### src/rtl/exe_seq.sv
// exe_seq: fetch/execute sequencer for the USM CPU with multi-cycle execute, single step,
// fetch timeout fault and a saturating retired-instruction counter. Optional limit: EXE_SEQ_LIMIT_EN.
module exe_seq #(
   parameter int EXEC_CYCLES   = 1,
   parameter int FETCH_TIMEOUT = 255,
   parameter int TO_W          = 8,
   parameter int CNT_W         = 32
) (
   input  logic             clk,
   input  logic             reset,
   input  logic             start,
   input  logic             step,
   input  logic             run,
   input  logic             clr,
`ifdef EXE_SEQ_LIMIT_EN
   input  logic [CNT_W-1:0] instr_limit,
`endif
   output logic             instr_query,
   output logic             cpu_run,
   output logic             busy,
   output logic             fault,
   output logic             limit_hit,
   output logic [CNT_W-1:0] instr_cnt
);

   localparam int               EC_W      = (EXEC_CYCLES > 1) ? $clog2(EXEC_CYCLES) : 1;
   localparam logic [EC_W-1:0]  EXEC_LAST = EC_W'(EXEC_CYCLES - 1);
   localparam logic [TO_W-1:0]  TO_LAST   = TO_W'(FETCH_TIMEOUT - 1);
   localparam logic [CNT_W-1:0] CNT_MAX   = {CNT_W{1'b1}};

   typedef enum logic [1:0] {
      IDLE  = 2'd0,
      FETCH = 2'd1,
      EXEC  = 2'd2,
      FAULT = 2'd3
   } state_t;

   state_t           state_r;
   state_t           state_nxt_s;
   logic [TO_W-1:0]  to_cnt_r;
   logic [EC_W-1:0]  exec_cnt_r;
   logic             stop_pend_r;
   logic             step_mode_r;
   logic [CNT_W-1:0] instr_cnt_r;
   logic [CNT_W-1:0] cnt_inc_s;
   logic             exec_done_s;
   logic             limit_match_s;
   logic             instr_query_r;
   logic             cpu_run_r;
   logic             busy_r;
   logic             fault_r;

   assign exec_done_s = (state_r == EXEC) && (exec_cnt_r == EXEC_LAST);

   // Saturating successor of the retired-instruction count
   always_comb begin
      cnt_inc_s = instr_cnt_r;
      if (instr_cnt_r == CNT_MAX) begin
         cnt_inc_s = instr_cnt_r;
      end else begin
         cnt_inc_s = instr_cnt_r + CNT_W'(1);
      end
   end

`ifdef EXE_SEQ_LIMIT_EN
   logic limit_hit_r;

   assign limit_match_s = (instr_limit != {CNT_W{1'b0}}) && (cnt_inc_s == instr_limit);
   assign limit_hit     = limit_hit_r;

   // One-cycle pulse after the completion that reaches the programmed limit
   always_ff @(posedge clk) begin
      if (reset) begin
         limit_hit_r <= 1'b0;
      end else begin
         limit_hit_r <= exec_done_s && limit_match_s;
      end
   end
`else
   assign limit_match_s = 1'b0;
   assign limit_hit     = 1'b0;
`endif

   // Next-state selection; an abort in FETCH outranks the timeout
   always_comb begin
      state_nxt_s = state_r;
      case (state_r)
         IDLE: begin
            if (start || step) begin
               state_nxt_s = FETCH;
            end else begin
               state_nxt_s = IDLE;
            end
         end
         FETCH: begin
            if (run) begin
               state_nxt_s = EXEC;
            end else if (start) begin
               state_nxt_s = IDLE;
            end else if (to_cnt_r == TO_LAST) begin
               state_nxt_s = FAULT;
            end else begin
               state_nxt_s = FETCH;
            end
         end
         EXEC: begin
            if (!exec_done_s) begin
               state_nxt_s = EXEC;
            end else if (stop_pend_r || step_mode_r || start || limit_match_s) begin
               state_nxt_s = IDLE;
            end else begin
               state_nxt_s = FETCH;
            end
         end
         FAULT: begin
            if (clr) begin
               state_nxt_s = IDLE;
            end else begin
               state_nxt_s = FAULT;
            end
         end
         default: begin
            state_nxt_s = IDLE;
         end
      endcase
   end

   // State, timers, mode flags, counter and Moore outputs registered from the next state
   always_ff @(posedge clk) begin
      if (reset) begin
         state_r       <= IDLE;
         to_cnt_r      <= {TO_W{1'b0}};
         exec_cnt_r    <= {EC_W{1'b0}};
         stop_pend_r   <= 1'b0;
         step_mode_r   <= 1'b0;
         instr_cnt_r   <= {CNT_W{1'b0}};
         instr_query_r <= 1'b0;
         cpu_run_r     <= 1'b0;
         busy_r        <= 1'b0;
         fault_r       <= 1'b0;
      end else begin
         state_r <= state_nxt_s;

         if ((state_r == FETCH) && (state_nxt_s == FETCH)) begin
            to_cnt_r <= to_cnt_r + TO_W'(1);
         end else begin
            to_cnt_r <= {TO_W{1'b0}};
         end

         if ((state_r == EXEC) && (state_nxt_s == EXEC)) begin
            exec_cnt_r <= exec_cnt_r + EC_W'(1);
         end else begin
            exec_cnt_r <= {EC_W{1'b0}};
         end

         if (state_nxt_s == IDLE) begin
            stop_pend_r <= 1'b0;
         end else if (start && (((state_r == FETCH) && run) || (state_r == EXEC))) begin
            stop_pend_r <= 1'b1;
         end else begin
            stop_pend_r <= stop_pend_r;
         end

         // Leaving IDLE: start wins over step, so single-step only when start is low
         if (state_nxt_s == IDLE) begin
            step_mode_r <= 1'b0;
         end else if (state_r == IDLE) begin
            step_mode_r <= step && !start;
         end else begin
            step_mode_r <= step_mode_r;
         end

         if (clr) begin
            instr_cnt_r <= {CNT_W{1'b0}};
         end else if (exec_done_s) begin
            instr_cnt_r <= cnt_inc_s;
         end else begin
            instr_cnt_r <= instr_cnt_r;
         end

         instr_query_r <= (state_nxt_s == FETCH);
         cpu_run_r     <= (state_nxt_s == EXEC);
         busy_r        <= (state_nxt_s != IDLE);
         fault_r       <= (state_nxt_s == FAULT);
      end
   end

   assign instr_query = instr_query_r;
   assign cpu_run     = cpu_run_r;
   assign busy        = busy_r;
   assign fault       = fault_r;
   assign instr_cnt   = instr_cnt_r;

endmodule

### config.mk
export PLATFORM = sky130hd
export DESIGN_NAME = exe_seq
export DESIGN_NICKNAME = d
export VERILOG_FILES = /design/src/rtl/exe_seq.sv
export SDC_FILE = /design/constraint.sdc
export NUM_CORES = 1
export LEC_CHECK = 0
export CAP_MARGIN = 20
export CORE_MARGIN = 4
export CORE_UTILIZATION = 45
export DETAILED_ROUTE_END_ITERATION = 8
export HOLD_SLACK_MARGIN = 0.08
export PLACE_DENSITY = 0.74
export SETUP_SLACK_MARGIN = 0.4
export SYNTH_ARGS = -nofsm -noshare
export SYNTH_HDL_FRONTEND = slang
export SYNTH_SLANG_ARGS = --single-unit
### constraint.sdc
create_clock -name clk -period 2.2 [get_ports clk]
set_clock_uncertainty 0.05 [all_clocks]
set_input_delay 0.33 -clock clk [delete_from_list [all_inputs] [get_ports clk]]
set_output_delay 0.33 -clock clk [all_outputs]
set_load 0.05 [all_outputs]
==> results.sh, run 1 <==
export IMPL_n_fill_cell=385
export IMPL_numCtsBuffers=5
export IMPL_status="completed"
export IMPL_drv_cap=0
export IMPL_startpoint_type="register"
export IMPL_ys_ff_latch=49
export IMPL_via_count=2489
export IMPL_ir_drop_mv=0.322
export IMPL_ys_warn_count=0
export IMPL_routed_wl_microns=6800
export IMPL_nNetsFinal=371
export IMPL_drtPass1Iterations=5
export IMPL_root_buffer="clkbuf_8"
export IMPL_period_needed_ps=2030
export IMPL_synth_async_reset_ratio=0
export IMPL_start_util=0.464
export IMPL_synth_top_flop_cell="dfxtp_1"
export IMPL_overflow=0
export IMPL_timing_hold_violations_final=0
export IMPL_drt_iter0_drc=212
export IMPL_core_sq_um=5110
export IMPL_grt_util_all_layers=0.191
export IMPL_hold_path_depth=1
export IMPL_reg2reg_depth=6
export IMPL_rrSetupSlack_ps=170
export IMPL_grt_setup_unrepaired="yes"
export IMPL_max_freq_mhz=492
export IMPL_crit_path_top_delay_cell="or4_4"
export IMPL_worstPathMaxFanout=5
export IMPL_critPathRequiredTime_ps=2360
export IMPL_hp_start="to_cnt_r[0]"
export IMPL_grt_pass1_vias=2173
export IMPL_fin_tns_setup_ps=0
export IMPL_yosysSeqAreaShare=0.414
export IMPL_crit_path_cell_trace="nand4_1 > or4_4 > nor3_4 > buf_6 > o21ai_2 > a21oi_1"
export IMPL_cp_slowest_stage_delay_ps=630
export IMPL_clk_latency_ps=310
export IMPL_holdPathEnd="to_cnt_r[0]"
export IMPL_slew_limit_headroom=0.658
export IMPL_area_delta_synth_final_pct=54.5
export IMPL_synthCells=276
export IMPL_holdWs_ps=394
export IMPL_place_gp_congestion=0.853
export IMPL_mostFrequentLayoutCells="buf_4 (40), dlygate4sd2_1 (35), dfxtp_4 (21), nor2_1 (20), dfxtp_1 (17)"
export IMPL_drcViolationCount=0
export IMPL_end_kind="register"
export IMPL_cts_tree="done"
export IMPL_cellPowerDensity_nw_per_um2=436
export IMPL_final_period_utilization=0.924
export IMPL_setup_violations=0
export IMPL_worst_pin_slew_ps=512
export IMPL_synth_edf_count=0
export IMPL_antennaDiodeCount=0
export IMPL_p_total_mw=1.60
export IMPL_yosysUniqueCellTypes=47
export IMPL_die_w_microns=80.6
export IMPL_grt_pass1_wl_microns=9870
export IMPL_io_pins=43
export IMPL_final_common_cell="buf_4"
export IMPL_synth_avg_cell_area_sq_um=8.60
export IMPL_grt_start_max_net_pins=16
export IMPL_die_h_microns=80.6
export IMPL_worstHoldPathType="reg2reg"
export IMPL_cts_clk_slew_worst_paths_ps=90
export IMPL_cpLargestDelayFamily="simple AND/OR/NAND/NOR gates"
export IMPL_reg2reg_to="instr_cnt[0]"
export IMPL_dp_hpwl_microns=4190
export IMPL_crit_type="reg2reg"
export IMPL_antenna_found_initial=0
export IMPL_wl_per_cell_microns=15.7
export IMPL_maxSlewViolCount=0
export IMPL_ant_nets=0
export IMPL_h_tree_depth=2
export IMPL_port_buffers=41
export IMPL_row_count=26
export IMPL_clock_sinks=49
export IMPL_cp_num_buf_inv=1
export IMPL_cts_path_max_buffers=2
export IMPL_arrival_ps=2200
export IMPL_r2r_start="instr_cnt[11]"
export IMPL_drive_gt1_frac=0.405
export IMPL_dieArea_sq_um=6500
export IMPL_synthesis_area_sq_um=2370
export IMPL_vias_per_cell=5.75
export IMPL_leakagePower_nw=1.51
==> how the worst max path moves through the flow <==
stage,from,to,slack [ps],cells after the start
after floorplan,state_r[1],instr_cnt[23],230,7
after global routing,instr_cnt[11],instr_cnt[0],100,6
after global placement,start,to_cnt_r[7],80,6
after detailed placement,start,to_cnt_r[5],20,6
final,instr_cnt[11],instr_cnt[0],170,6
after CTS,state_r[0],instr_cnt[12],250,6
==> what timing repair did <==
item / 4_1_cts / 5_1_grt
buffers inserted: 10 / 16
cloned: 2 / 1
pin swaps: 24 / 24
endpoints found under the hold margin: 0 / 0
hold buffers: 0 / 0
resized for setup: 56 / 48
endpoints found under the setup margin: 73 / 41
==> metrics by stage <==
step,instance area (sq um),setup slack (ps),std cells,util
floorplan,2520,225,277,-
global placement,3100,80.9,396,0.607
detailed placement,3100,24.5,396,0.607
CTS,3340,248,416,0.653
global route,3660,101,433,0.718
finish,3660,167,433,0.718
==> where the power goes <==
group          internal (mW)  switching (mW)  leakage [nW]  total, mW
logic                 0.0664          0.0977          1.05      0.164
clock network          0.257           0.291        0.0455      0.548
registers              0.876         0.00880         0.419      0.885
total                   1.20           0.398          1.51       1.60
==> synth_stat cells, types with 2 or more instances <==
cell	count	area, sq um
or2_2	2	12.5
xor2_1	4	35.0
inv_1	6	22.5
and2_1	3	18.8
nor3_1	2	10.0
or3_1	17	106
xnor2_1	8	70.1
nand3_1	15	75.1
o21ai_1	2	10.0
a211oi_1	3	22.5
nor2_1	24	90.1
buf_6	2	22.5
o311ai_0	2	17.5
o211ai_1	3	22.5
ha_1	3	37.5
o21ai_0	19	95.1
nor2b_1	4	25.0
o41ai_1	2	17.5
a31o_2	2	17.5
and3_1	5	31.3
nor4_1	3	18.8
nand2b_1	2	12.5
dfxtp_1	49	981
nand4_1	10	62.6
a21oi_1	23	115
nand2_1	16	60.1
o31ai_1	3	22.5
and4_1	8	70.1
or4_1	9	67.6
clkbuf_1	8	30.0
==> flip-flops by register name, indices dropped and copies added (netlist names) <==
signal,cells
busy,1
fault,1
cpu_run,1
instr_cnt,32
state_r,2
stop_pend_r,1
instr_query,1
exec_cnt_r,1
to_cnt_r,8
step_mode_r,1
==> logic make-up after synthesis <==
family | count (synthesis) | share of synthesized area
fa+ha+maj | 3 | 0.0158
other cells | 1 | 0.00158
buf+inv | 19 | 0.0385
flops | 49 | 0.414
mux | 1 | 0.00475
simple gates | 129 | 0.323
compound gates | 62 | 0.158
xor+xnor | 12 | 0.0443
==> final cells by class <==
type	count	area [sq um]	share of cell area
timing repair buffer	91	782	0.213
inverter	6	22.5	0.00615
multi-input combinational	209	1610	0.439
sequential	49	1070	0.293
tap	70	87.6	0.0239
clock buffer	8	90.1	0.0246
==> per-layer routing <==
layer	vias to the layer above	part of all wire	track usage
met4	0	0.019	0.0743
met3	17	0.048	0.0336
li1	1197	-	-
met5	-	0	0
met2	94	0.50	0.326
met1	1181	0.44	0.238
No activity file was read; power rests on OpenSTA's default activity.
==> run 2, diff against run 1 <==
Settings changed: SETUP_SLACK_MARGIN 0.4 to default.
==> run 2 against run 1 <==
Effect of this change: sequential share of layout area is 2.7 points higher; clock power up 1%; fmax fell by 2.9%; wire length shrank 18%; power increased by 0.49%; sequential power up 2.6%; via count is 8.8% lower; critical endpoint is now instr_cnt[22]; highest routed layer unchanged.
==> results.sh, run 2 (synthesis gave the netlist of run 1 again) <==
export IMPL_die_h_microns=80.6
export IMPL_layout_setup_ws_ps=107
export IMPL_cts_clk_slew_worst_paths_ps=90
export IMPL_clk_latency_ps=310
export IMPL_timing_hold_violations_final=0
export IMPL_ir_drop_mv=0.415
export IMPL_ant_nets=0
export IMPL_port_buffers=41
export IMPL_clock_sinks=49
export IMPL_mostFrequentLayoutCells="clkdlybuf4s50_1 (41), dfxtp_1 (33), nor2_1 (24), a21oi_1 (23), buf_4 (23)"
export IMPL_leakagePower_nw=1.10
export IMPL_maxSlewViolCount=0
export IMPL_n_fill_cell=461
export IMPL_r2r_start="instr_cnt[9]"
export IMPL_utilization=0.613
export IMPL_vias_per_cell=5.59
export IMPL_arrival_ps=2290
export IMPL_pre_cts_ws_ps=20.0
export IMPL_cp_num_buf_inv=1
export IMPL_place_area_sq_um=3000
export IMPL_final_cell_area_sq_um=3130
export IMPL_start_util=0.464
export IMPL_drive_gt1_frac=0.179
export IMPL_rrSetupSlack_ps=110
export IMPL_crit_start="instr_cnt[9]"
export IMPL_worst_pin_slew_ps=557
export IMPL_crit_type="reg2reg"
export IMPL_fin_tns_setup_ps=0
export IMPL_grt_pass1_vias=2034
export IMPL_cpLargestDelayFamily="simple AND/OR/NAND/NOR gates"
export IMPL_grt_pass1_wl_microns=9050
export IMPL_slew_limit_headroom=0.625
export IMPL_max_freq_mhz=478
export IMPL_core_sq_um=5110
export IMPL_drt_iter0_drc=129
export IMPL_grt_start_max_net_pins=19
export IMPL_critPathRequiredTime_ps=2390
export IMPL_cp_slowest_stage_delay_ps=390
export IMPL_h_tree_depth=2
export IMPL_final_period_utilization=0.951
export IMPL_setup_violations=0
export IMPL_period_needed_ps=2090
export IMPL_worstHoldPathType="reg2reg"
export IMPL_startpoint_type="register"
export IMPL_p_total_mw=1.61
export IMPL_via_count=2269
export IMPL_worstPathMaxFanout=7
export IMPL_overflow=0
export IMPL_cellPowerDensity_nw_per_um2=513
export IMPL_wl_per_cell_microns=13.7
export IMPL_crit_path_cell_trace="nand4_1 > nor4_4 > nand4_1 > buf_4 > or3_1 > a21oi_1"
export IMPL_status="completed"
export IMPL_crit_path_top_delay_cell="dfxtp_2"
export IMPL_numCtsBuffers=5
export IMPL_grt_util_all_layers=0.177
export IMPL_hp_start="to_cnt_r[0]"
export IMPL_path_common_cell="nand4_1"
export IMPL_row_count=26
export IMPL_drv_cap=0
export IMPL_nNetsFinal=344
export IMPL_cts_tree="done"
export IMPL_largest_register_ffs=32
export IMPL_cts_path_max_buffers=2
export IMPL_drcViolationCount=0
export IMPL_dp_hpwl_microns=4070
export IMPL_drtPass1Iterations=4
export IMPL_die_w_microns=80.6
export IMPL_antennaDiodeCount=0
export IMPL_end_kind="register"
export IMPL_antenna_found_initial=0
export IMPL_cts_setup_buffers=0
export IMPL_place_gp_congestion=0.928
export IMPL_dieArea_sq_um=6500
export IMPL_final_common_cell="clkdlybuf4s50_1"
export IMPL_routed_wl_microns=5570
export IMPL_io_pins=43
export IMPL_root_buffer="clkbuf_8"
export IMPL_area_delta_synth_final_pct=32.0
run 2: cell count changes in the layout (fill, tap and decap cells not counted), moves of 5 or more:
| cell | delta |
|---|---|
| a21oi_1 | +8 |
| a21oi_2 | -7 |
| buf_4 | -17 |
| buf_6 | -10 |
| clkdlybuf4s50_1 | +36 |
| dfxtp_1 | +16 |
| dfxtp_2 | +5 |
| dfxtp_4 | -21 |
| dlygate4sd2_1 | -35 |
| o21ai_0 | +8 |
| o21ai_2 | -5 |
run 2: final timing paths:
check / end / cells past startpoint
max: instr_cnt[22] / 6
min: to_cnt_r[0] / 1
max reg2reg: instr_cnt[22] / 6
min reg2reg: to_cnt_r[0] / 1
run 2: cell type report:
| type | count | area (sq um) | area share |
|---|---|---|---|
| repair buffers | 64 | 583 | 0.186 |
| flip-flops and latches | 49 | 1000 | 0.320 |
| clock inverters | 2 | 13.8 | 0.00439 |
| well taps | 70 | 87.6 | 0.0280 |
| inverters | 6 | 22.5 | 0.00719 |
| clock buffers | 6 | 82.6 | 0.0264 |
| multi-input cells | 209 | 1340 | 0.428 |
run 2: timing repair:
item | in CTS | in global routing
hold buffers | 0 | 0
hold endpoints to repair | 0 | 0
gates resized for setup | 0 | 5
setup endpoints to repair | 0 | 10
run 2: stage by stage:
step | cells | hold slack (ps)
after global routing | 406 | 476
after floorplan | 277 | 387
after detailed placement | 398 | 419
final | 406 | 438
after global placement | 398 | 408
after CTS | 406 | 440
run 2: power by group:
part           switching [mW]  internal, mW
logic                  0.0831        0.0570
registers             0.00780         0.901
clock network           0.301         0.255
run 2: routing by layer:
metal  GRT usage  part of all wire  vias up  wire [microns]
met5           0                 0        -               0
met4      0.0659             0.013        0              73
met3      0.0448             0.049        8             271
met2       0.286              0.47       53            2600
met1       0.227              0.47     1065            2620
li1            -                 -     1143               -
